## src/rtl/booth_mult_seq_pkg.sv

```systemverilog
// Shared definitions for the sequential radix-2 Booth multiplier.
package booth_mult_seq_pkg;

    // Controller states.
    typedef enum logic [1:0] {
        IDLE = 2'd0,
        RUN  = 2'd1,
        DONE = 2'd2
    } state_e;

    // Booth recoding of {Q[0], q(-1)}: the remaining codes are shift-only.
    localparam logic [1:0] BOOTH_ADD = 2'b01;
    localparam logic [1:0] BOOTH_SUB = 2'b10;

    // The iteration counter must hold N+1.
    function automatic int unsigned cnt_width(input int unsigned n);
        return $clog2(n + 2);
    endfunction

endpackage

```

## src/rtl/booth_multi.sv

```systemverilog
// Combinational radix-2 Booth step: optional add/subtract of M into A, then an
// arithmetic right shift across {A, Q}. Q carries q(-1) in bit 0.
module booth_multi
    import booth_mult_seq_pkg::*;
#(
    parameter int unsigned n = 9
) (
    input  logic [n-1:0] A_in,
    input  logic [n-1:0] M,
    input  logic [n:0]   Q_in,
    output logic [n-1:0] A_out,
    output logic [n:0]   Q_out
);

    logic [n-1:0] sum;
    logic [2*n:0] cat;

    // Select A+M, A-M or A according to the Booth pair.
    always_comb begin
        sum = A_in;
        case (Q_in[1:0])
            BOOTH_ADD: sum = A_in + M;
            BOOTH_SUB: sum = A_in - M;
            default:   sum = A_in;
        endcase
    end

    // Arithmetic shift right by one across the concatenated {A, Q}.
    always_comb begin
        cat   = {sum[n-1], sum, Q_in[n:1]};
        A_out = cat[2*n:n+1];
        Q_out = cat[n:0];
    end

endmodule

```

## src/rtl/booth_mult_seq.sv

```systemverilog
// Sequential radix-2 Booth multiplier: signed N x N -> signed 2N product.
// One step per clock through booth_multi; start/busy/done handshake.
module booth_mult_seq
    import booth_mult_seq_pkg::*;
#(
    parameter int unsigned N = 8
) (
    input  logic                  clk,
    input  logic                  rst_n,
    input  logic                  start,
    input  logic signed [N-1:0]   multiplicand,
    input  logic signed [N-1:0]   multiplier,
    output logic                  busy,
    output logic                  done,
    output logic signed [2*N-1:0] product
);

    // One extra bit keeps -2^(N-1) negatable on the subtract path.
    localparam int unsigned W  = N + 1;
    localparam int unsigned CW = cnt_width(N);

    state_e        state_q;
    logic [W-1:0]  a_q;
    logic [W-1:0]  m_q;
    logic [W:0]    q_q;
    logic [CW-1:0] count_q;

    logic [W-1:0]  a_next;
    logic [W:0]    q_next;

    booth_multi #(
        .n (W)
    ) u_step (
        .A_in  (a_q),
        .M     (m_q),
        .Q_in  (q_q),
        .A_out (a_next),
        .Q_out (q_next)
    );

    // Controller FSM with registered busy/done/product.
    always_ff @(posedge clk or negedge rst_n) begin
        if (!rst_n) begin
            state_q <= IDLE;
            a_q     <= '0;
            m_q     <= '0;
            q_q     <= '0;
            count_q <= '0;
            busy    <= 1'b0;
            done    <= 1'b0;
            product <= '0;
        end else begin
            case (state_q)
                IDLE: begin
                    done <= 1'b0;
                    if (start) begin
                        a_q     <= '0;
                        m_q     <= {multiplicand[N-1], multiplicand};
                        q_q     <= {multiplier[N-1], multiplier, 1'b0};
                        count_q <= CW'(N + 1);
                        busy    <= 1'b1;
                        state_q <= RUN;
                    end
                end
                RUN: begin
                    a_q     <= a_next;
                    q_q     <= q_next;
                    count_q <= count_q - 1'b1;
                    if (count_q == CW'(1)) begin
                        // Low 2N bits of {A, Q without q(-1)}; the top two are sign copies.
                        product <= {a_next[N-2:0], q_next[W:1]};
                        done    <= 1'b1;
                        busy    <= 1'b0;
                        state_q <= DONE;
                    end
                end
                DONE: begin
                    done    <= 1'b0;
                    state_q <= IDLE;
                end
                default: begin
                    busy    <= 1'b0;
                    done    <= 1'b0;
                    state_q <= IDLE;
                end
            endcase
        end
    end

endmodule
```

## config.mk

```make
export PLATFORM = sky130hd
export DESIGN_NAME = booth_mult_seq
export DESIGN_NICKNAME = d
export VERILOG_FILES = /design/src/rtl/booth_mult_seq_pkg.sv /design/src/rtl/booth_multi.sv /design/src/rtl/booth_mult_seq.sv
export SDC_FILE = /design/constraint.sdc
export NUM_CORES = 1
export LEC_CHECK = 0
export CORE_MARGIN = 2
export CORE_UTILIZATION = 50
export CTS_BUF_LIST = sky130_fd_sc_hd__clkbuf_16
export DETAILED_ROUTE_END_ITERATION = 10
export GPL_TIMING_DRIVEN = 0
export PLACE_DENSITY_LB_ADDON = 0.1
export RECOVER_POWER = 100
export REMOVE_ABC_BUFFERS = 1
export SYNTH_ARGS = -nofsm -noshare
export SYNTH_HDL_FRONTEND = slang
export SYNTH_SLANG_ARGS = --single-unit
export TNS_END_PERCENT = 20
```

## constraint.sdc

```tcl
create_clock -name clk -period 5.4 [get_ports clk]
set_input_delay 1.08 -clock clk [delete_from_list [all_inputs] [get_ports clk]]
set_output_delay 1.08 -clock clk [all_outputs]
set_load 0.02 [all_outputs]
```

Word level (Yosys, flattened, before mapping)
Index checks and enable logic that the tools add are counted.
{ "word_totals": {"regBits": 51, "output_inout_bits": 18, "wordCells": 41, "in_bits": 19} }
{ "classes": {"n_addsub": 3, "n_mux": 15, "bitwise": 1, "eq_ne": 7, "n_reduce_logical": 7} }
{ "op_table": {"columns": ["op", "n"], "rows": [
  ["$pmux 9 s2", 2],
  ["$pmux 10 s2", 1],
  ["$mux 10", 1],
  ["$add 9x9->9", 1],
  ["$mux 9", 1],
  ["$sub 9x9->9", 1],
  ["$pmux 4 s2", 1],
  ["$reduce_and 2->1", 4],
  ["$eq 2x1->1 const B", 2],
  ["$eq 2x2->1 const B", 2],
  ["$eq 4x1->1 const B", 1],
  ["$mux 1", 4],
  ["$mux 2", 2],
  ["$mux 4", 1],
  ["$ne 2x2->1 const B", 2],
  ["$pmux 2 s2", 1],
  ["$sub 4x1->4 const B", 1],
  ["$pmux 1 s3", 1],
  ["$reduce_and 3->1", 1],
  ["$logic_not 2->1", 1],
  ["$reduce_bool 2->1", 1],
  ["$not 1->1", 1]
]} }

Logic depth before layout (Yosys ltp)
Gate-level depths: netlist of run 1.
{ "depth": {"ltp_word": 3, "mapped_depth": 11, "depth_no_buf": 10} }

Modules after synthesis
From an unflattened synthesis of run 1, not the netlist that was laid out.
{ "hier_totals": {"cells_unflattened": 261, "area_unflattened_um2": 2864.0} }
{ "by_module_without_submodules": {"columns": ["mod", "n_inst", "seq_area_each_um2", "cells_per_inst", "area_each_um2"], "rows": [
  ["booth_mult_seq", 1, 1276.2, 158, 2122.0],
  ["booth_multi", 1, 0.0, 103, 742.0]
]} }

Worst setup path before layout of run 1
No wires, ideal clock.
{ "synth_path": {"path_type": "register to register", "from": "register q_q[0]", "to": "register a_q[4]", "arrival_ps": 2418, "setup_slack_ps": 2887, "setup_ps": 95, "path_stages_with_launch": 12, "required_time_ps": 5305, "synth_period_minus_slack_ps": 2513, "path_cell_list": "dfrtp_1 > inv_1 > ha_1 > clkbuf_1 > mux2_2 > inv_1 > ha_1 > nor2b_1 > o21a_1 > a311o_1 > xnor2_1 > o31ai_1"} }
{ "synth_via": {"elab_chain_len": 3, "word_cells_on_any_way": 4, "cone_classes": "2 x eq/ne; 2 x mux"} }
{ "synth_lines": {"columns": ["item", "line", "rtl"], "rows": [
  ["start: declaration", "booth_mult_seq.sv:25", "logic [W:0] q_q;"],
  ["start signal: assignment", "booth_mult_seq.sv:59", "q_q <= {multiplier[N-1], multiplier, 1'b0};"],
  ["start signal: assignment", "booth_mult_seq.sv:67", "q_q <= q_next;"],
  ["$eq 2x2->1 / $eq 2x1->1 (equally long branches)", "booth_multi.sv:21", "case (Q_in[1:0])"],
  ["$pmux 9 s2 (*)", "booth_multi.sv:21", null],
  ["$pmux 9 s2 (*)", "booth_mult_seq.sv:53", "case (state_q)"],
  ["end signal: assignment", "booth_mult_seq.sv:66", "a_q <= a_next;"],
  ["end: declaration", "booth_mult_seq.sv:23", "logic [W-1:0] a_q;"]
]} }
Mark *: on every way between the ends. The rest lies on a longest branch, timed or not.
A chain may end at the register's enable or synchronous reset.

Final worst setup path of run 1
{ "layout_path": {"from": "register state_q[0]", "to": "register product[8]"} }
{ "layout_via": {"elab_chain_len": 2} }
{ "layout_lines": {"columns": ["item", "line", "rtl"], "rows": [
  ["start: declaration", "booth_mult_seq.sv:22", "state_e state_q;"],
  ["start signal: assignment", "booth_mult_seq.sv:44", "state_q <= IDLE;"],
  ["start signal: assignment", "booth_mult_seq.sv:62", "state_q <= RUN;"],
  ["start signal: assignment", "booth_mult_seq.sv:74", "state_q <= DONE;"],
  ["$eq 2x1->1", "booth_mult_seq.sv:53", null],
  ["$reduce_and 2->1 (no line)", null, null],
  ["end signal: assignment", "booth_mult_seq.sv:71", "product <= {a_next[N-2:0], q_next[W:1]};"],
  ["end: declaration", "booth_mult_seq.sv:15", "output logic signed [2*N-1:0] product"]
]} }
Every way passes these cells.

==> results of run 1 <==
synthesized netlist by cell type, types with 2 or more instances:
library cell,n,area (um^2)
dfrtp_1,50,1250
nand2_1,48,180
o21ai_1,17,85.1
ha_1,12,150
inv_1,10,37.5
mux2_1,9,101
nand3_1,9,45.0
nor2_1,9,33.8
nor3_1,9,45.0
a21oi_1,8,40.0
a22oi_1,7,52.6
clkbuf_1,7,26.3
o21a_1,7,52.6
xnor2_1,7,61.3
mux2i_1,4,40.0
nor2b_1,4,25.0
a21o_1,3,22.5
a31oi_1,3,18.8
buf_2,3,15.0
o31a_1,3,26.3
o31ai_1,3,22.5
a221o_1,2,20.0
inv_2,2,7.51
mux2_2,2,22.5
nor3b_2,2,25.0
o21ai_0,2,10.0
or3_1,2,12.5
through the flow:
| step | std cells | power [mW] | area [um^2] | util, % |
|---|---|---|---|---|
| 2_1_floorplan | 251 | 1.79 | 2560 | - |
| 3_3_place_gp | 357 | 2.13 | 3010 | 59.2 |
| 3_5_place_dp | 358 | 2.16 | 3020 | 59.5 |
| 4_1_cts | 366 | 2.54 | 3190 | 62.8 |
| 5_1_grt | 366 | 2.70 | 3170 | 62.4 |
| 6_report | 366 | 2.46 | 3170 | 62.4 |
tightest hold or removal path, stage by stage (launching register included):
cell and delay (ns):
dfrtp_1 0.34, nand2_1 0.04, o21ai_0 0.06
how the worst min path moves through the flow:
| stage | from | end |
|---|---|---|
| 3_3_place_gp | product[10]$_DFFE_PN0P_ | product[10]$_DFFE_PN0P_ |
| 6_report | product[10]$_DFFE_PN0P_ | product[10]$_DFFE_PN0P_ |
| 4_1_cts | product[10]$_DFFE_PN0P_ | product[10]$_DFFE_PN0P_ |
| 3_5_place_dp | product[10]$_DFFE_PN0P_ | product[10]$_DFFE_PN0P_ |
| 2_1_floorplan | q_q[2]$_DFFE_PN0P_ | q_q[2]$_DFFE_PN0P_ |
| 5_1_grt | product[0]$_DFFE_PN0P_ | product[0]$_DFFE_PN0P_ |
sequential cells by signal (all words and copies together) (netlist names):
register  cells
product      16
busy          1
a_q           8
count_q       4
state_q       2
done          1
q_q          10
m_q           8
power groups by stage:
| stage | registers [mW] | clock network (mW) | logic (mW) |
|---|---|---|---|
| 2_1_floorplan | 0.734 | 0 | 1.06 |
| 3_3_place_gp | 0.690 | 0 | 1.44 |
| 3_5_place_dp | 0.693 | 0 | 1.47 |
| 5_1_grt | 0.715 | 0.381 | 1.60 |
| 6_report | 0.684 | 0.361 | 1.42 |
| 4_1_cts | 0.687 | 0.366 | 1.49 |
logic make-up (layout without fill, tap and decap cells):
logic type / count (synthesis) / in the layout / share of synthesized area [%]
flops: 50 / 50 / 47.9
fa+ha+maj: 13 / 13 / 6.52
simple gates: 91 / 91 / 16.5
xor+xnor: 8 / 8 / 2.68
mux: 15 / 15 / 6.28
buf+inv: 24 / 57 / 3.74
compound gates: 62 / 62 / 16.3
metal layers:
| layer | wire, um | GRT usage, % |
|---|---|---|
| met1 | 2470 | 27.5 |
| met3 | 169 | 3.91 |
| met2 | 2440 | 33.0 |
| met4 | 62 | 5.45 |
| met5 | 0 | 0 |
final cells by class:
type / instances / area (um^2)
Clock buffer: 5 / 125
Inverter: 12 / 45.0
Clock inverter: 3 / 43.8
Fill cell: 469 / 1910
Timing Repair Buffer: 37 / 358
Tap cell: 70 / 87.6
Sequential cell: 50 / 1250
Multi-Input combinational cell: 189 / 1260
==> reports/qor.yml, run 1 <==
outcome: "finished, violations left"
violations: "max-capacitance violations, max-slew violations"
area_growth_pct: 21.3
hold_path_class: "flop to flop"
finalWirelength_um: 5140
via_count: 1955
reg2reg_to: "product[8]$_DFFE_PN0P_"
cp-endpoint: "product[8]$_DFFE_PN0P_"
p_int_mw: 1.42
mostFrequentLayoutCell: "dfrtp_1"
dieHeight_um: 76.3
synth_area_per_cell_um2: 9.92
fin_crit_sh_pct: 59.7
synth_top_flop_cell: "dfrtp_1"
grt_pass1_wl_um: 9490
clock-root-buffer: "clkbuf_16"
maxSlewViolCount: 32
r2r_setup_slack_ns: 2.18
critPathMaxStageDelay_ns: 1.07
critical_path_cell_count: 4
finalWorstSetupSlack_ns: 2.18
h-tree-depth: 2
clk_latency_ns: 0.29
power_switching_mw: 1.04
drtPass1Iterations: 4
post_cts_buffers: 0
overflow: 0
die_w_um: 76.3
r2r-start: "state_q[0]$_DFFE_PN0P_"
pre_cts_slack_ns: 1.91
pin_count: 37
clockPowerShare_pct: 14.7
max_slew_margin_pct: -10.8
crit_slowest_cell: "nor2b_1"
pwr_density_cell_nw_per_um2: 778
fin_setup_tns_ns: 0
grt.total_usage_pct: 20.1
yosysWarnings: 0
setup_viol: 0
hold_slack_ns: 0.471
final_cell_mix: "50 x dfrtp_1, 49 x nand2_1, 19 x dlygate4sd3_1, 17 x o21ai_0, 16 x clkdlybuf4s50_1"
die_area_um2: 5810
yosys.cell_types.count: 46
path_class: "flop to flop"
startpoint_type: "flop"
synth_edf_count: 0
tightest_slew_ns: 1.66
antenna_found_initial: 0
dp_hpwl_um: 3540
gp_congestion: 0.799
synthCells: 263
fmax_mhz: 310
p_seq_share_pct: 27.8
p_comb_share_pct: 57.6
drive_above_1_share_pct: 4.39
arrival_ns: 3.40
via_per_inst: 5.34
clockBufferDepth: 2
port_buffers: 36
holdPathStages: 2
grt_pass1_vias: 2016
crit_chain: "nor2b_1 -> nand2_1 -> inv_1 -> mux2_1"
syn_area_um2: 2610
wl_per_cell_um: 14.0
ys_ff_latch: 50
final_nets: 327
crit_buf_inv: 1
cpLargestDelayFamily: "simple AND/OR/NAND/NOR gates"
grt_max_degree: 32
cts_buffers: 5
cp.required_ns: 5.58
cap_viol_max_count: 1
drtIter0Drc: 74
reg2reg_depth: 4
ant_nets: 0
async_reset_ff_share_pct: 100
crit_path_start: "state_q[0]$_DFFE_PN0P_"
cp-end-kind: "flop"
cts_resized: 0
yosysSeqAreaShare_pct: 47.9
fin_crit_ns: 3.22
power.leakage_nw: 1.47
skew_ns: 0.00752
ir_drop_mv: 0.306
hold_buffers: 0
cts_tree: "done"
coreArea_um2: 5070
rsz0062_at_grt: "no"
worstPathMaxFanout: 23
n_antenna_cell: 0
hold_viol_final: 0
numClockSinks: 50
remaining_drc_errors: 0
start_util_pct: 51.4
rows: 26
clk_pin_slew_worst_paths_ns: 0.07
p_sw_share_pct: 42.3
Note: power is estimated with default switching activity, not from simulation.
==> run 2: changes to the inputs <==
==> constraint.sdc (replaced) <==
create_clock -name clk -period 3.08 [get_ports clk]
set_input_delay 0.616 -clock clk [delete_from_list [all_inputs] [get_ports clk]]
set_output_delay 0.616 -clock clk [all_outputs]
set_load 0.02 [all_outputs]
==> run 2 against run 1 <==
  * Flip-flop and latch count unchanged
  * Clock power increased by 75%
  * First-iteration DRC count increased by 49%
  * Setup slack got worse by 1.8 ns
  * Highest routed layer unchanged
  * Power increased by 74%
  * The flow now finishes without violations
  * Via count increased by 0.26%
  * Global-route usage unchanged
  * Non-clock buffer count unchanged
  * Register-to-register slack got worse by 1.8 ns
==> reports/qor.yml, run 2 (synthesis results as in run 1) <==
outcome: "finished, final reports clean"
dp_hpwl_um: 3540
cts_resized: 0
gp_congestion: 0.799
grt_pass1_vias: 2016
hold_slack_ns: 0.471
ant_nets: 0
wl_per_cell_um: 14.0
cap_viol_max_count: 0
path_class: "primary input to flop"
hold_viol_final: 0
mostFrequentLayoutCell: "dfrtp_1"
pwr_density_cell_nw_per_um2: 1350
post_cts_buffers: 0
h-tree-depth: 2
seq_area_um2: 1250
arrival_ns: 2.92
via_count: 1960
power.leakage_nw: 1.47
remaining_drc_errors: 0
final_nets: 327
clk_latency_ns: 0.29
grt_max_degree: 32
max_slew_margin_pct: 9.57
antenna_found_initial: 0
fin_crit_ns: 2.74
via_per_inst: 5.36
pin_count: 37
fin_crit_sh_pct: 89.1
setup_viol: 0
multi_input_area_um2: 1240
startpoint_type: "primary input"
fmax_mhz: 365
grt.total_usage_pct: 20.1
hold_buffers: 0
cts_tree: "done"
top_regs: "product x16, q_q x10"
clk_pin_slew_worst_paths_ns: 0.07
overflow: 0
area_growth_pct: 21.4
rows: 26
dieHeight_um: 76.3
skew_ns: 0.00966
maxSlewViolCount: 0
final_cell_mix: "50 x dfrtp_1, 49 x nand2_1, 19 x dlygate4sd3_1, 16 x o21ai_0, 16 x clkdlybuf4s50_1"
r2r_setup_slack_ns: 0.37
clockBufferDepth: 2
clock-root-buffer: "clkbuf_16"
largest_reg_flops: 16
coreArea_um2: 5070
cts_buffers: 5
port_buffers: 36
n_antenna_cell: 0
numClockSinks: 50
die_area_um2: 5810
tightest_slew_ns: 1.35
rsz0062_at_grt: "no"
drtPass1Iterations: 4
worstPathMaxFanout: 23
die_w_um: 76.3
regMostFlops: "product"
finalWirelength_um: 5110
fin_setup_tns_ns: 0
drive_above_1_share_pct: 5.07
p_total_mw: 4.29
cp-end-kind: "flop"
start_util_pct: 51.4
cp.required_ns: 3.26
ir_drop_mv: 0.532
drtIter0Drc: 110
grt_pass1_wl_um: 9490
hold_path_class: "flop to flop"
fillers: 466
[run 2: cell count changes in the layout (fill, tap and decap cells not counted), sizes merged]
cell and change:
buf +1, clkbuf -1
[run 2: final timing paths]
| kind | start | end | cells after the start |
|---|---|---|---|
| max | start | q_q[9]$_DFFE_PN0P_ | 4 |
| min | product[10]$_DFFE_PN0P_ | product[10]$_DFFE_PN0P_ | 2 |
| max reg2reg | q_q[0]$_DFFE_PN0P_ | a_q[6]$_DFFE_PN0P_ | 10 |
| min reg2reg | product[10]$_DFFE_PN0P_ | product[10]$_DFFE_PN0P_ | 2 |
| max in group asynchronous | rst_n | m_q[7]$_DFFE_PN0P_ | 2 |
| min in group asynchronous | rst_n | count_q[1]$_DFFE_PN0P_ | 1 |
[run 2: report_power, final]
part / internal, mW / switching, mW
registers: 0.971 / 0.223
logic: 1.12 / 1.34
clock network: 0.385 / 0.247
total: 2.47 / 1.81
[run 2: layout make-up]
class,count,area share [%]
repair buffers,37,11.8
inverters,12,1.42
clock buffers,5,3.95
well taps,70,2.76
clock inverters,3,1.38
flip-flops and latches,50,39.5
multi-input cells,189,39.2
[run 2: critical path, cell delays in order]
cell           delay [ns]
dlygate4sd3_1        0.56
nor3b_2              1.07
nor2_2               0.25
a221o_1              0.42
[run 2: through the flow]
stage / utilization, % / cells / setup WS [ns] / instance area [um^2]
final: 62.5 / 366 / 0.337 / 3170
after floorplan: - / 251 / 0.664 / 2560
after global placement: 59.2 / 357 / -0.137 / 3010
after detailed placement: 59.5 / 358 / 0.0506 / 3020
after global routing: 62.5 / 366 / 0.161 / 3170
after CTS: 62.8 / 366 / 0.139 / 3190
[run 2: layer usage]
metal	GRT usage (%)	share of wire [%]
met1	27.5	47
met2	33.0	48
met3	3.91	3.6
met4	5.45	1.2
met5	0	0
==> run 3: changes to the inputs <==
--- a/config.mk
+++ b/config.mk
@@ -13,6 +13,7 @@
 export PLACE_DENSITY_LB_ADDON = 0.1
 export RECOVER_POWER = 100
 export REMOVE_ABC_BUFFERS = 1
+export SLEW_MARGIN = 20
 export SYNTH_ARGS = -nofsm -noshare
 export SYNTH_HDL_FRONTEND = slang
 export SYNTH_SLANG_ARGS = --single-unit
==> run 3 against run 2 <==
  * Combinational power barely moved
  * First-iteration DRC count is 38% lower
  * Fmax increased by 0.50%
  * Routed wire length shrank 1.9%
  * Utilization fell by 0.89 points
  * Final area fell by 1.4%
  * Critical path depth is the same
  * Critical path type unchanged
  * Largest power group unchanged
==> reports/qor.yml, run 3 (synthesis results as in run 1) <==
post_cts_buffers: 0
wl_per_cell_um: 13.7
regMostFlops: "product"
start_util_pct: 51.4
drtPass1Iterations: 4
via_count: 1973
grt_max_degree: 51
n_antenna_cell: 0
hold_viol_final: 0
cp-end-kind: "flop"
fin_crit_sh_pct: 88.6
power.leakage_nw: 1.45
overflow: 0
top_regs: "product x16, q_q x10"
cts_tree: "done"
met2_usage_pct: 32.3
grt-busiest-layer: "met2"
ant_nets: 0
cp.required_ns: 3.26
utilization_pct: 61.6
pwr_density_cell_nw_per_um2: 1330
grt.total_usage_pct: 19.0
die_w_um: 76.3
path_class: "primary input to flop"
largest_reg_flops: 16
p_seq_share_pct: 28.7
clk_pin_slew_worst_paths_ns: 0.07
via_per_inst: 5.41
setup_viol: 0
arrival_ns: 2.91
grt_use_met1_pct: 24.4
worstPathMaxFanout: 23
die_area_um2: 5810
grt_pass1_vias: 1965
dp_hpwl_um: 3450
reg2reg_depth: 9
min-delay-start: "product[12]$_DFFE_PN0P_"
fmax_mhz: 366
grt_pass1_wl_um: 8990
remaining_drc_errors: 0
clk_latency_ns: 0.29
whs_endpoint: "product[12]$_DFFE_PN0P_"
cts_resized: 0
reg2reg_to: "a_q[7]$_DFFE_PN0P_"
rows: 26
area_growth_pct: 19.7
finalWirelength_um: 5020
startpoint_type: "primary input"
holdPathStages: 2
cts_buffers: 5
hold_path_class: "flop to flop"
p_comb_share_pct: 58.5
antenna_found_initial: 0
clockPowerShare_pct: 12.8
gr-usage-met3_pct: 4.03
ir_drop_mv: 0.679
coreArea_um2: 5070
rsz0062_at_grt: "no"
fin_crit_ns: 2.73
gp_congestion: 0.799
post_dp_cell_area_um2: 3010
hold_buffers: 0
final_cell_mix: "50 x dfrtp_1, 49 x nand2_1, 19 x dlygate4sd3_1, 16 x o21ai_0, 16 x clkdlybuf4s50_1"
hold_slack_ns: 0.469
r2r-start: "m_q[3]$_DFFE_PN0P_"
drive_above_1_share_pct: 4.75
p_int_mw: 2.38
max_slew_margin_pct: 12.2
dieHeight_um: 76.3
h-tree-depth: 2
maxSlewViolCount: 0
drtIter0Drc: 68
final_nets: 326
mostFrequentLayoutCell: "dfrtp_1"
r2r_setup_slack_ns: 0.40
fin_area_um2: 3120
port_buffers: 36
cap_viol_max_count: 0
fin_setup_tns_ns: 0
power_switching_mw: 1.79
pin_count: 37
skew_ns: 0.00553
tightest_slew_ns: 1.31
outcome: "finished, final reports clean"
clock-root-buffer: "clkbuf_16"
numClockSinks: 50
clockBufferDepth: 2
p_sw_share_pct: 42.9
-- run 3: changes by cell type in the layout (fill, tap and decap cells not counted), sizes merged --
cell	delta
buf	-1
bufinv	-1
clkinv	+1
-- run 3: cell type report --
cell class	count	area [um^2]
Tap cell	70	87.6
Multi-Input combinational cell	189	1240
Sequential cell	50	1250
Clock buffer	5	125
Fill cell	471	1950
Clock inverter	3	17.5
Timing Repair Buffer	36	355
Inverter	12	45.0
-- run 3: worst max-delay path by stage --
stage                                      start  cells past startpoint  slack [ns]                      end
after global routing      state_q[0]$_DFFE_PN0P_                      4        0.18   product[8]$_DFFE_PN0P_
after CTS                     q_q[0]$_DFFE_PN0P_                     10        0.43  product[13]$_DFFE_PN0P_
after global placement                     rst_n                      1       -0.14       a_q[7]$_DFFE_PN0P_
after floorplan               q_q[0]$_DFFE_PN0P_                     10        0.66  product[13]$_DFFE_PN0P_
final                                      start                      4        0.35       q_q[9]$_DFFE_PN0P_
after detailed placement                   start                      4        0.42       q_q[9]$_DFFE_PN0P_
-- run 3: per-stage QoR --
step / instances / worst slack, ns / total power [mW]
after floorplan: 251 / 0.664 / 3.14
after global placement: 357 / -0.137 / 3.73
after detailed placement: 357 / 0.421 / 3.79
after CTS: 365 / 0.425 / 4.35
after global routing: 365 / 0.183 / 4.56
final: 365 / 0.350 / 4.17
-- run 3: critical path: stages --
cell and delay, ns:
dlygate4sd3_1 0.57, nor3b_2 1.04, nor2_2 0.25, a221o_1 0.42
-- run 3: power by group through the flow --
stage | clock network [mW] | registers [mW] | logic [mW]
3_3_place_gp | 0 | 1.21 | 2.52
3_5_place_dp | 0 | 1.22 | 2.58
6_report | 0.534 | 1.19 | 2.44
2_1_floorplan | 0 | 1.29 | 1.85
5_1_grt | 0.579 | 1.24 | 2.74
4_1_cts | 0.550 | 1.21 | 2.60
-- run 3: routing by layer --
layer	wire (um)	share of wire, %	up-vias
met5	0	0	-
met4	72	1.4	0
met3	206	4.1	6
met2	2380	47	38
met1	2360	47	939
li1	-	-	990
